==> config.mk <==
export PLATFORM = sky130hd
export DESIGN_NAME = fifo_word_packer
export DESIGN_NICKNAME = d
export VERILOG_FILES = /design/src/rtl/fifo_word_packer.sv
export SDC_FILE = /design/constraint.sdc
export NUM_CORES = 1
export LEC_CHECK = 0
export CORE_AREA = 5 5 79 81
export CTS_BUF_LIST = sky130_fd_sc_hd__clkbuf_16
export CTS_CLUSTER_DIAMETER = 100
export DETAILED_ROUTE_END_ITERATION = 12
export DIE_AREA = 0 0 84 86
export MAX_ROUTING_LAYER = met4
export PLACE_DENSITY = 0.83
export RECOVER_POWER = 50
export SYNTH_ARGS = -nofsm -noshare
export SYNTH_HDL_FRONTEND = slang
export SYNTH_SLANG_ARGS = --single-unit
==> constraint.sdc <==
create_clock -name clk -period 4.3 [get_ports clk]
set_input_delay 0.645 -clock clk [delete_from_list [all_inputs] [get_ports clk]]
set_output_delay 0.645 -clock clk [all_outputs]
set_load 0.1 [all_outputs]
==> src/rtl/fifo_word_packer.sv <==
// fifo_word_packer: pops DATA_W-bit entries from a show-ahead FIFO and packs
// PACK_N of them into one wide word with a ready/valid output handshake.
// A partial word is closed early by flush_req. Defining PACK_TIMEOUT_EN adds
// an idle counter that also closes a partial word after TIMEOUT_CYC cycles
// without a pop.
module fifo_word_packer #(
   parameter int DATA_W      = 8,
   parameter int PACK_N      = 4,
   parameter int CNT_W       = 3,
   parameter int TIMEOUT_CYC = 16
) (
   input  logic                     clk,
   input  logic                     rst_n,
   input  logic                     fifo_empty,
   input  logic [DATA_W-1:0]        fifo_rdata,
   output logic                     fifo_rd_en,
   input  logic                     flush_req,
   output logic                     out_valid,
   input  logic                     out_ready,
   output logic [DATA_W*PACK_N-1:0] out_data,
   output logic [PACK_N-1:0]        out_byte_en,
   output logic                     pack_busy
);

   if (PACK_N < 2 || PACK_N > 16) begin : g_bad_pack_n
      $error("fifo_word_packer: PACK_N must be 2..16");
   end
   if (CNT_W < $clog2(PACK_N + 1)) begin : g_bad_cnt_w
      $error("fifo_word_packer: CNT_W too narrow for PACK_N");
   end
   if (TIMEOUT_CYC < 1 || TIMEOUT_CYC > 255) begin : g_bad_timeout
      $error("fifo_word_packer: TIMEOUT_CYC must be 1..255");
   end

   localparam logic [CNT_W-1:0] FULL_CNT = CNT_W'(PACK_N);

   logic [CNT_W-1:0]          cnt;
   logic [DATA_W-1:0]         acc [PACK_N];
   logic                      flush_pend;
   logic                      pop;
   logic                      transfer;
   logic                      flush_set;
   logic [PACK_N-1:0]         fill_mask;
   logic [DATA_W*PACK_N-1:0]  packed_word;

   // Lane k is valid when k < c; used both for masking and for out_byte_en.
   function automatic logic [PACK_N-1:0] lane_mask(input logic [CNT_W-1:0] c);
      logic [PACK_N-1:0] m;
      for (int k = 0; k < PACK_N; k++) begin
         m[k] = (CNT_W'(k) < c);
      end
      return m;
   endfunction

   // Pops stop while the accumulator is full or a flush is draining it, and
   // never happen during reset.
   assign pop        = rst_n && !fifo_empty && (cnt < FULL_CNT) && !flush_pend;
   assign fifo_rd_en = pop;

   // A word moves to the output when full (or flushed with data) and the
   // output register is free or being drained this cycle. A pop and a
   // transfer can never coincide, since either condition blocks pops.
   assign transfer = ((cnt == FULL_CNT) || (flush_pend && (cnt != '0)))
                     && (!out_valid || out_ready);

   assign pack_busy = (cnt != '0) || out_valid || flush_pend;
   assign fill_mask = lane_mask(cnt);

`ifdef PACK_TIMEOUT_EN
   localparam logic [7:0] IDLE_MAX = 8'(TIMEOUT_CYC);

   logic [7:0] idle_cnt;

   function automatic logic [7:0] sat_inc(input logic [7:0] v);
      return (v >= IDLE_MAX) ? IDLE_MAX : v + 8'd1;
   endfunction

   // Idle counter: counts cycles a partial word waits without a pop.
   always_ff @(posedge clk or negedge rst_n) begin
      if (!rst_n) begin
         idle_cnt <= '0;
      end else if (pop || (cnt == '0)) begin
         idle_cnt <= '0;
      end else begin
         idle_cnt <= sat_inc(idle_cnt);
      end
   end

   assign flush_set = (flush_req || (idle_cnt == IDLE_MAX)) && (cnt != '0);
`else
   assign flush_set = flush_req && (cnt != '0);
`endif

   // Flush pending: set by a flush request on a non-empty word, cleared when
   // that word transfers (a transfer wins so no flush is left on cnt=0).
   always_ff @(posedge clk or negedge rst_n) begin
      if (!rst_n) begin
         flush_pend <= 1'b0;
      end else if (transfer) begin
         flush_pend <= 1'b0;
      end else if (flush_set) begin
         flush_pend <= 1'b1;
      end
   end

   // Accumulator and lane count: each pop lands in lane cnt.
   always_ff @(posedge clk or negedge rst_n) begin
      if (!rst_n) begin
         cnt <= '0;
         for (int k = 0; k < PACK_N; k++) begin
            acc[k] <= '0;
         end
      end else if (transfer) begin
         cnt <= '0;
      end else if (pop) begin
         cnt <= cnt + 1'b1;
         for (int k = 0; k < PACK_N; k++) begin
            if (cnt == CNT_W'(k)) begin
               acc[k] <= fifo_rdata;
            end
         end
      end
   end

   // Packed word with unfilled lanes forced to zero so stale lanes never leak.
   always_comb begin
      packed_word = '0;
      for (int k = 0; k < PACK_N; k++) begin
         if (fill_mask[k]) begin
            packed_word[k*DATA_W +: DATA_W] = acc[k];
         end
      end
   end

   // Output register: loads on transfer, drops valid on a plain handshake,
   // otherwise holds.
   always_ff @(posedge clk or negedge rst_n) begin
      if (!rst_n) begin
         out_valid   <= 1'b0;
         out_data    <= '0;
         out_byte_en <= '0;
      end else if (transfer) begin
         out_valid   <= 1'b1;
         out_data    <= packed_word;
         out_byte_en <= fill_mask;
      end else if (out_valid && out_ready) begin
         out_valid   <= 1'b0;
      end
   end

endmodule

======== Word-level counts from Yosys, hierarchy flattened ========
Index checks and enable logic that the tools add are counted.
Widths: inputs -> output; s select.
word-level totals
  input bits .............................. 13
  logic and storage cells ................. 53
  output and inout bits ................... 39
  register bits after elaboration ......... 73
cells by class
  bitwise logic cells ..................... 1
  muxes and demuxes ....................... 10
  $lt $le $gt $ge ......................... 5
  equal/unequal tests ..................... 4
  $add $sub $neg .......................... 1
  reductions and logical operators ........ 23
operators with widths
  cell                 count
  $mux 8               4
  $reduce_and 3->1     4
  $logic_and 1x1->1    7
  $eq 3x2->1 const B   2
  $lt 1x3->1 const A   2
  $lt 2x3->1 const A   2
  $mux 3               2
  $reduce_bool 2->1    3
  $logic_or 1x1->1     4
  $mux 1               4
  $add 3x1->3 const B  1
  $eq 3x1->1 const B   1
  $eq 3x3->1 const B   1
  $logic_not 1->1      3
  $logic_not 3->1      1
  $lt 3x3->1 const B   1
  $reduce_bool 3->1    1
  $not 1->1            1

======== Logic depth before layout (Yosys ltp) ========
Gate-level depths: netlist of the first run.
  word-level depth ........................ 6
  gate-level depth with buffers ........... 7
  gate-level depth less buffers ........... 5

======== Least setup slack after synthesis of the first run ========
OpenSTA, ideal clock, no wires.
  kind .................................... input to output
  start ................................... input fifo_empty
  end ..................................... output fifo_rd_en
  required time ........................... 3.655 ns
  stages .................................. 1
  path slack .............................. 1.781 ns
  arrival time ............................ 1.874 ns
  cells stage by stage .................... nor4b_4
on the way
  word-level cells in the longest chain between the ends .. 4
ends and longest elaborated chain
  what                             RTL line  source
  start, declared                  14        input logic fifo_empty,
  $logic_not 1->1                  57        assign pop = rst_n && !fifo_empty && (cnt < FULL_CNT) && !flush_pend;
  $logic_and 1x1->1 (3 in series)  57
  end, declared                    16        output logic fifo_rd_en,
Every way passes these cells.

======== Final worst setup path of the first run ========
  start ................................... input rst_n
  end ..................................... output fifo_rd_en
on the way
  word-level cells in the longest chain between the ends .. 3
ends and longest elaborated chain
  what                             RTL line  source
  start, declared                  13        input logic rst_n,
  $logic_and 1x1->1 (3 in series)  57
Every way passes these cells.

==> impl_metrics.tcl, run 1 <==
set metrics [dict create \
    hold_buffers 0 \
    grt_start_max_net_pins 68 \
    drt_iter0_drc 138 \
    syn-num-nets 228 \
    hold_path.class "primary input to async pin" \
    drt_wl_total_um 6368 \
    setup_violations 0 \
    cp-end-kind "output port" \
    switching_share_pct 42.26 \
    crit_path_start_kind "primary input" \
    cts.sinks 73 \
    antenna_found_initial 0 \
    rsz0062_at_grt "no" \
    cts_setup_buffers 0 \
    reg2reg_to "acc[12]" \
    crit_cells 3 \
    combPwrFrac_pct 42.2 \
    avgSynthCellArea_um2 14.03 \
    period_share_pct 76.80 \
    cts_tree "done" \
    p_int_w 0.001648 \
    crit_required_ps 3650 \
    gr-total-overflow 0 \
    coreArea_um2 5405 \
    cp_top_family "simple AND/OR/NAND/NOR gates" \
    leakagePower_nw 1.736 \
    cts_root_buf "clkbuf_16" \
    die_h_um 86 \
    vias 1925 \
    pwr-share-clk_pct 22.3 \
    cts.repair.resized 0 \
    wl_per_cell_um 18.57 \
    reg2regPathDepth 3 \
    hold_viol 0 \
    ys_types 36 \
    first_pass_iters 4 \
    numCtsBuffers 9 \
    power.switching_w 0.001207 \
    arrival_ps 2660 \
    fmax_ghz 0.3028 \
    critical_path.cell_chain "clkbuf_1 > nor4b_1 > buf_4" \
    crit_type "primary input to output port" \
    r2r_setup_slack_ps 1990 \
    min_period_ps 3302 \
    worst_pin_slew_ps 1572 \
    drc 0 \
    power.density_nw_per_um2 758.5 \
    viasPerCell 5.612 \
    diodes 0 \
    grt_pass1_wl_um 10910 \
    final_max_slew_viol_count 68 \
    outcome "finished, violations left" \
    place.gp.congestion 0.8375 \
    grt_pass1_vias 2078 \
    htreeDepth 3 \
    cap_violations 1 \
    hpwl_um 4181 \
    reg2reg_from "cnt[2]" \
    ir_drop_v 0.0004407 \
    ys_ff_latch 73 \
    postSynthCellCount 212 \
    path_max_fanout 10 \
    numPortBuffers 51 \
    fp-row-count 27 \
    ys_warn_count 0 \
    syn_area_um2 2974 \
    pwr-share-seq_pct 35.5 \
    violations "max-capacitance violations, max-slew violations" \
    slowest_delay_ps 1100 \
    clk_pin_slew_ps 60 \
    finalPower_w 0.002855 \
    drive_gt1_share_pct 21.77 \
    clock_latency_ps 330 \
    io-pin-count 52 \
    nNetsFinal 282 \
    start_util_pct 55.02 \
    crit_buf_inv 2 \
    slew_headroom_pct -4.800 \
    crit_slowest_cell "nor4b_1" \
    drtAntennaViolNets 0 \
    finalClockSkew_ps 8.214 \
    track_usage_pct 20.17 \
    cts_buffer_depth 2 \
    ys_seq_area_share_pct 61.42 \
    syn_to_final_growth_pct 26.55 \
    die_area_um2 7224 \
    fill_cells 390 \
    dieWidth_um 84 \
    tns_ps 0 \
]
-- placed cells by master (no fill, tap or decap), types with 2 or more instances in the layout --
cell             instances
nand3_1                 17
dfrtp_1                 73
a22o_1                   9
nor2b_1                  8
ha_1                     3
a21o_1                   3
clkinv_1                 4
clkbuf_16                9
clkinv_2                 2
buf_4                    3
inv_1                    6
clkdlybuf4s50_1         49
o2bb2ai_1               16
mux2_2                  41
nor2_1                   4
nand2_1                  3
-- flip-flops by register name, summed over array words and instances (netlist names) --
register	cells
out_byte_en	4
out_valid	1
cnt	3
out_data	32
acc	32
flush_pend	1
-- synth_stat cells --
library cell,instances,area (µm²)
dfrtp_1,73,1827
mux2_2,41,461.7
nand3_1,16,80.08
o2bb2ai_1,16,140.1
a22o_1,9,78.83
nor2b_1,8,50.05
inv_1,5,18.77
clkbuf_1,4,15.01
nor2_1,4,15.01
a21o_1,3,22.52
buf_2,3,15.01
ha_1,3,37.54
nand2_1,3,11.26
buf_1,2,7.510
a21bo_2,1,10.01
a21boi_0,1,7.510
a21oi_1,1,5.000
a2bb2oi_1,1,8.760
and2b_1,1,7.510
and3_1,1,6.260
and4bb_2,1,12.51
buf_4,1,7.510
buf_6,1,11.26
mux2i_1,1,10.01
nand2_2,1,6.260
nand2_4,1,11.26
nand2b_1,1,6.260
nand3_2,1,10.01
nand3b_1,1,7.510
nand4b_1,1,8.760
nor4b_4,1,23.77
o211ai_1,1,7.510
o21a_1,1,7.510
o21ai_1,1,5.000
o21bai_1,1,7.510
or3_1,1,6.260
-- power by group through the flow --
stage | clock (W) | combinational (W) | sequential (W)
after floorplan | 0 | 0.000498 | 0.00145
after global placement | 0 | 0.00119 | 0.00101
after detailed placement | 0 | 0.00121 | 0.00102
after CTS | 0.000645 | 0.00122 | 0.00102
after global routing | 0.000682 | 0.00128 | 0.00104
final | 0.000636 | 0.00121 | 0.00101
-- logic make-up after synthesis --
kind of cell	synth area share (%)
adders and majority gates	1.262
AOI/OAI and AO/OA	10.10
DFF	61.42
muxes	15.86
buffers and inverters	2.524
and+or+nand+nor	8.835
-- per-layer routing --
| layer | up-vias | wire (µm) | global-route usage (%) |
|---|---|---|---|
| met5 | - | 0 | - |
| met4 | 0 | 70 | 6.579 |
| met1 | 986 | 2952 | 27.22 |
| met3 | 6 | 270 | 4.419 |
| li1 | 879 | - | - |
| met2 | 54 | 3076 | 30.66 |
-- how the worst max path moves through the flow --
stage                 endpoint       start
finish              fifo_rd_en       rst_n
floorplan           fifo_rd_en  fifo_empty
CTS                  pack_busy      cnt[1]
global placement     pack_busy      cnt[1]
detailed placement   pack_busy      cnt[1]
global route        fifo_rd_en       rst_n
-- final cells by class --
cell class / count / area [µm²] / share of cell area (%)
tap: 72 / 90.09 / 2.394
multi-input combinational: 123 / 1052 / 27.96
sequential: 73 / 1827 / 48.54
clock inverter: 7 / 28.78 / 0.7646
clock buffer: 9 / 225.2 / 5.984
timing repair buffer: 54 / 521.8 / 13.86
inverter: 5 / 18.77 / 0.4987
-- per-stage QoR --
step	hold WS [ps]	cells	worst slack, ps	area, µm²	utilization [%]
2_1_floorplan	349.4	212	1781	2974	-
3_3_place_gp	477.5	327	1699	3533	65.37
3_5_place_dp	470.5	327	1652	3533	65.37
4_1_cts	178.5	343	1311	3787	70.07
5_1_grt	323.3	343	832.7	3764	69.63
6_report	294.8	343	997.7	3764	69.63
No activity file was read; power rests on OpenSTA's default activity.
==> run 2: changes to the inputs <==
--- a/config.mk
+++ b/config.mk
@@ -5,13 +5,13 @@
 export SDC_FILE = /design/constraint.sdc
 export NUM_CORES = 1
 export LEC_CHECK = 0
-export CORE_AREA = 5 5 79 81
+export CORE_AREA = 5 5 86 88
 export CTS_BUF_LIST = sky130_fd_sc_hd__clkbuf_16
 export CTS_CLUSTER_DIAMETER = 100
 export DETAILED_ROUTE_END_ITERATION = 12
-export DIE_AREA = 0 0 84 86
+export DIE_AREA = 0 0 91 93
 export MAX_ROUTING_LAYER = met4
-export PLACE_DENSITY = 0.83
+export PLACE_DENSITY = 0.74
 export RECOVER_POWER = 50
 export SYNTH_ARGS = -nofsm -noshare
 export SYNTH_HDL_FRONTEND = slang
==> constraint.sdc (replaced) <==
create_clock -name clk -period 3 [get_ports clk]
set_input_delay 0.45 -clock clk [delete_from_list [all_inputs] [get_ports clk]]
set_output_delay 0.45 -clock clk [all_outputs]
set_load 0.1 [all_outputs]
==> run 2 against run 1 <==
Against the previous run:
- the flow now finishes without violations
- via count shrank 0.52%
- routed wire length fell by 0.66%
- highest routed layer unchanged
- combinational power up 39%
- register-to-register slack got worse by 1000 ps
- global-route usage shrank 4.2 points
- clock skew decreased by 5.6 ps
- sequential cell count unchanged
- critical path type unchanged
- largest cell class unchanged
==> impl_metrics.tcl, run 2 (synthesis gave the netlist of run 1 again) <==
set metrics [dict create \
    cts.repair.resized 0 \
    switching_share_pct 42.19 \
    reg2regPathDepth 6 \
    worst_pin_slew_ps 1181 \
    grt_start_max_net_pins 42 \
    start_util_pct 45.28 \
    cts.sinks 73 \
    rsz0062_at_grt "no" \
    fin_util_pct 56.27 \
    fill_cells 548 \
    p_int_w 0.002407 \
    top_regs "acc (32), out_data (32), out_byte_en (4)" \
    viasPerCell 5.410 \
    hold_buffers 0 \
    clk_pin_slew_ps 50 \
    htreeDepth 3 \
    setup_violations 0 \
    die_area_um2 8463 \
    tns_ps 0 \
    cts_setup_buffers 0 \
    antenna_found_initial 0 \
    gr-total-overflow 0 \
    drtAntennaViolNets 0 \
    pwr-share-seq_pct 34.9 \
    track_usage_pct 15.95 \
    diodes 0 \
    cts_buffer_depth 2 \
    cp-end-kind "output port" \
    pwr-share-clk_pct 24.7 \
    io-pin-count 52 \
    syn_to_final_growth_pct 24.27 \
    outcome "completed" \
    grt_pass1_vias 1950 \
    die_h_um 93 \
    period_share_pct 72.00 \
    crit_required_ps 2550 \
    leakagePower_nw 1.761 \
    drive_gt1_share_pct 32.48 \
    r2r_setup_slack_ps 960 \
    fmax_ghz 0.4629 \
    min_period_ps 2160 \
    power.switching_w 0.001757 \
    hold_viol 0 \
    numCtsBuffers 9 \
    cap_violations 0 \
    hold_path.class "primary input to async pin" \
    place.gp.congestion 0.7907 \
    multi_input_area_um2 1072 \
    reg2reg_to "out_data[10]" \
    reg2reg_from "cnt[1]" \
    first_pass_iters 4 \
    crit_path_start_kind "primary input" \
    clock_latency_ps 330 \
    finalPower_w 0.004163 \
    seq_area_um2 1827 \
    power.density_nw_per_um2 1126 \
    numPortBuffers 51 \
    finalClockSkew_ps 2.579 \
    grt_pass1_wl_um 10160 \
    dieWidth_um 91 \
    path_max_fanout 7 \
    wl_per_cell_um 17.87 \
    ir_drop_v 0.0006948 \
    final_common_cell "dfrtp_1" \
    drc 0 \
    vias 1915 \
    coreArea_um2 6569 \
    slew_headroom_pct 21.62 \
    cts_tree "done" \
    nNetsFinal 285 \
    drt_iter0_drc 103 \
    combPwrFrac_pct 40.4 \
    crit_type "primary input to output port" \
    drt_wl_total_um 6326 \
    cts_root_buf "clkbuf_16" \
    final_max_slew_viol_count 0 \
    arrival_ps 1710 \
    layout_common_cells "dfrtp_1, mux2_2, buf_4" \
    hpwl_um 4269 \
    fp-row-count 30 \
]
==> run 2: per-layer routing <==
| metal | wire [µm] | GRT usage, % |
|---|---|---|
| met1 | 3076 | 22.10 |
| met2 | 2807 | 21.81 |
| met3 | 282 | 4.344 |
| met4 | 159 | 7.457 |
| met5 | 0 | - |
==> run 2: final cells by class <==
cell class / instances / area share (%)
clock inverters: 7 / 1.659
multi-input cells: 123 / 29.01
well taps: 80 / 2.708
inverters: 5 / 0.5078
clock buffers: 9 / 6.093
repair buffers: 57 / 10.60
flip-flops and latches: 73 / 49.42
==> run 2: critical path, cell delays in order <==
cell and delay (ps):
clkdlybuf4s50_1 480, nor4b_4 530, buf_12 250
==> run 2: power by group through the flow <==
stage          Sequential (W)  Combinational (W)  Clock (W)
4_1_cts               0.00145            0.00173    0.00104
2_1_floorplan         0.00207           0.000714          0
6_report              0.00145            0.00168    0.00103
3_5_place_dp          0.00147            0.00173          0
5_1_grt               0.00149            0.00177    0.00109
3_3_place_gp          0.00145            0.00170          0
==> run 2: worst max-delay path by stage <==
stage,start,to,depth (start not counted)
2_1_floorplan,cnt[2],acc[10],4
3_3_place_gp,fifo_empty,fifo_rd_en,3
3_5_place_dp,fifo_empty,fifo_rd_en,3
4_1_cts,fifo_empty,fifo_rd_en,3
5_1_grt,fifo_empty,fifo_rd_en,3
6_report,fifo_empty,fifo_rd_en,3
==> run 2: through the flow <==
step / setup WS [ps] / hold slack, ps / area, µm² / cells
finish: 839.9 / 35.44 / 3696 / 354
global route: 770.8 / 66.93 / 3696 / 354
CTS: 836.7 / 39.51 / 3770 / 354
detailed placement: 840.3 / 385.7 / 3483 / 338
global placement: 866.6 / 380.7 / 3483 / 338
floorplan: 609.6 / 154.4 / 2974 / 212
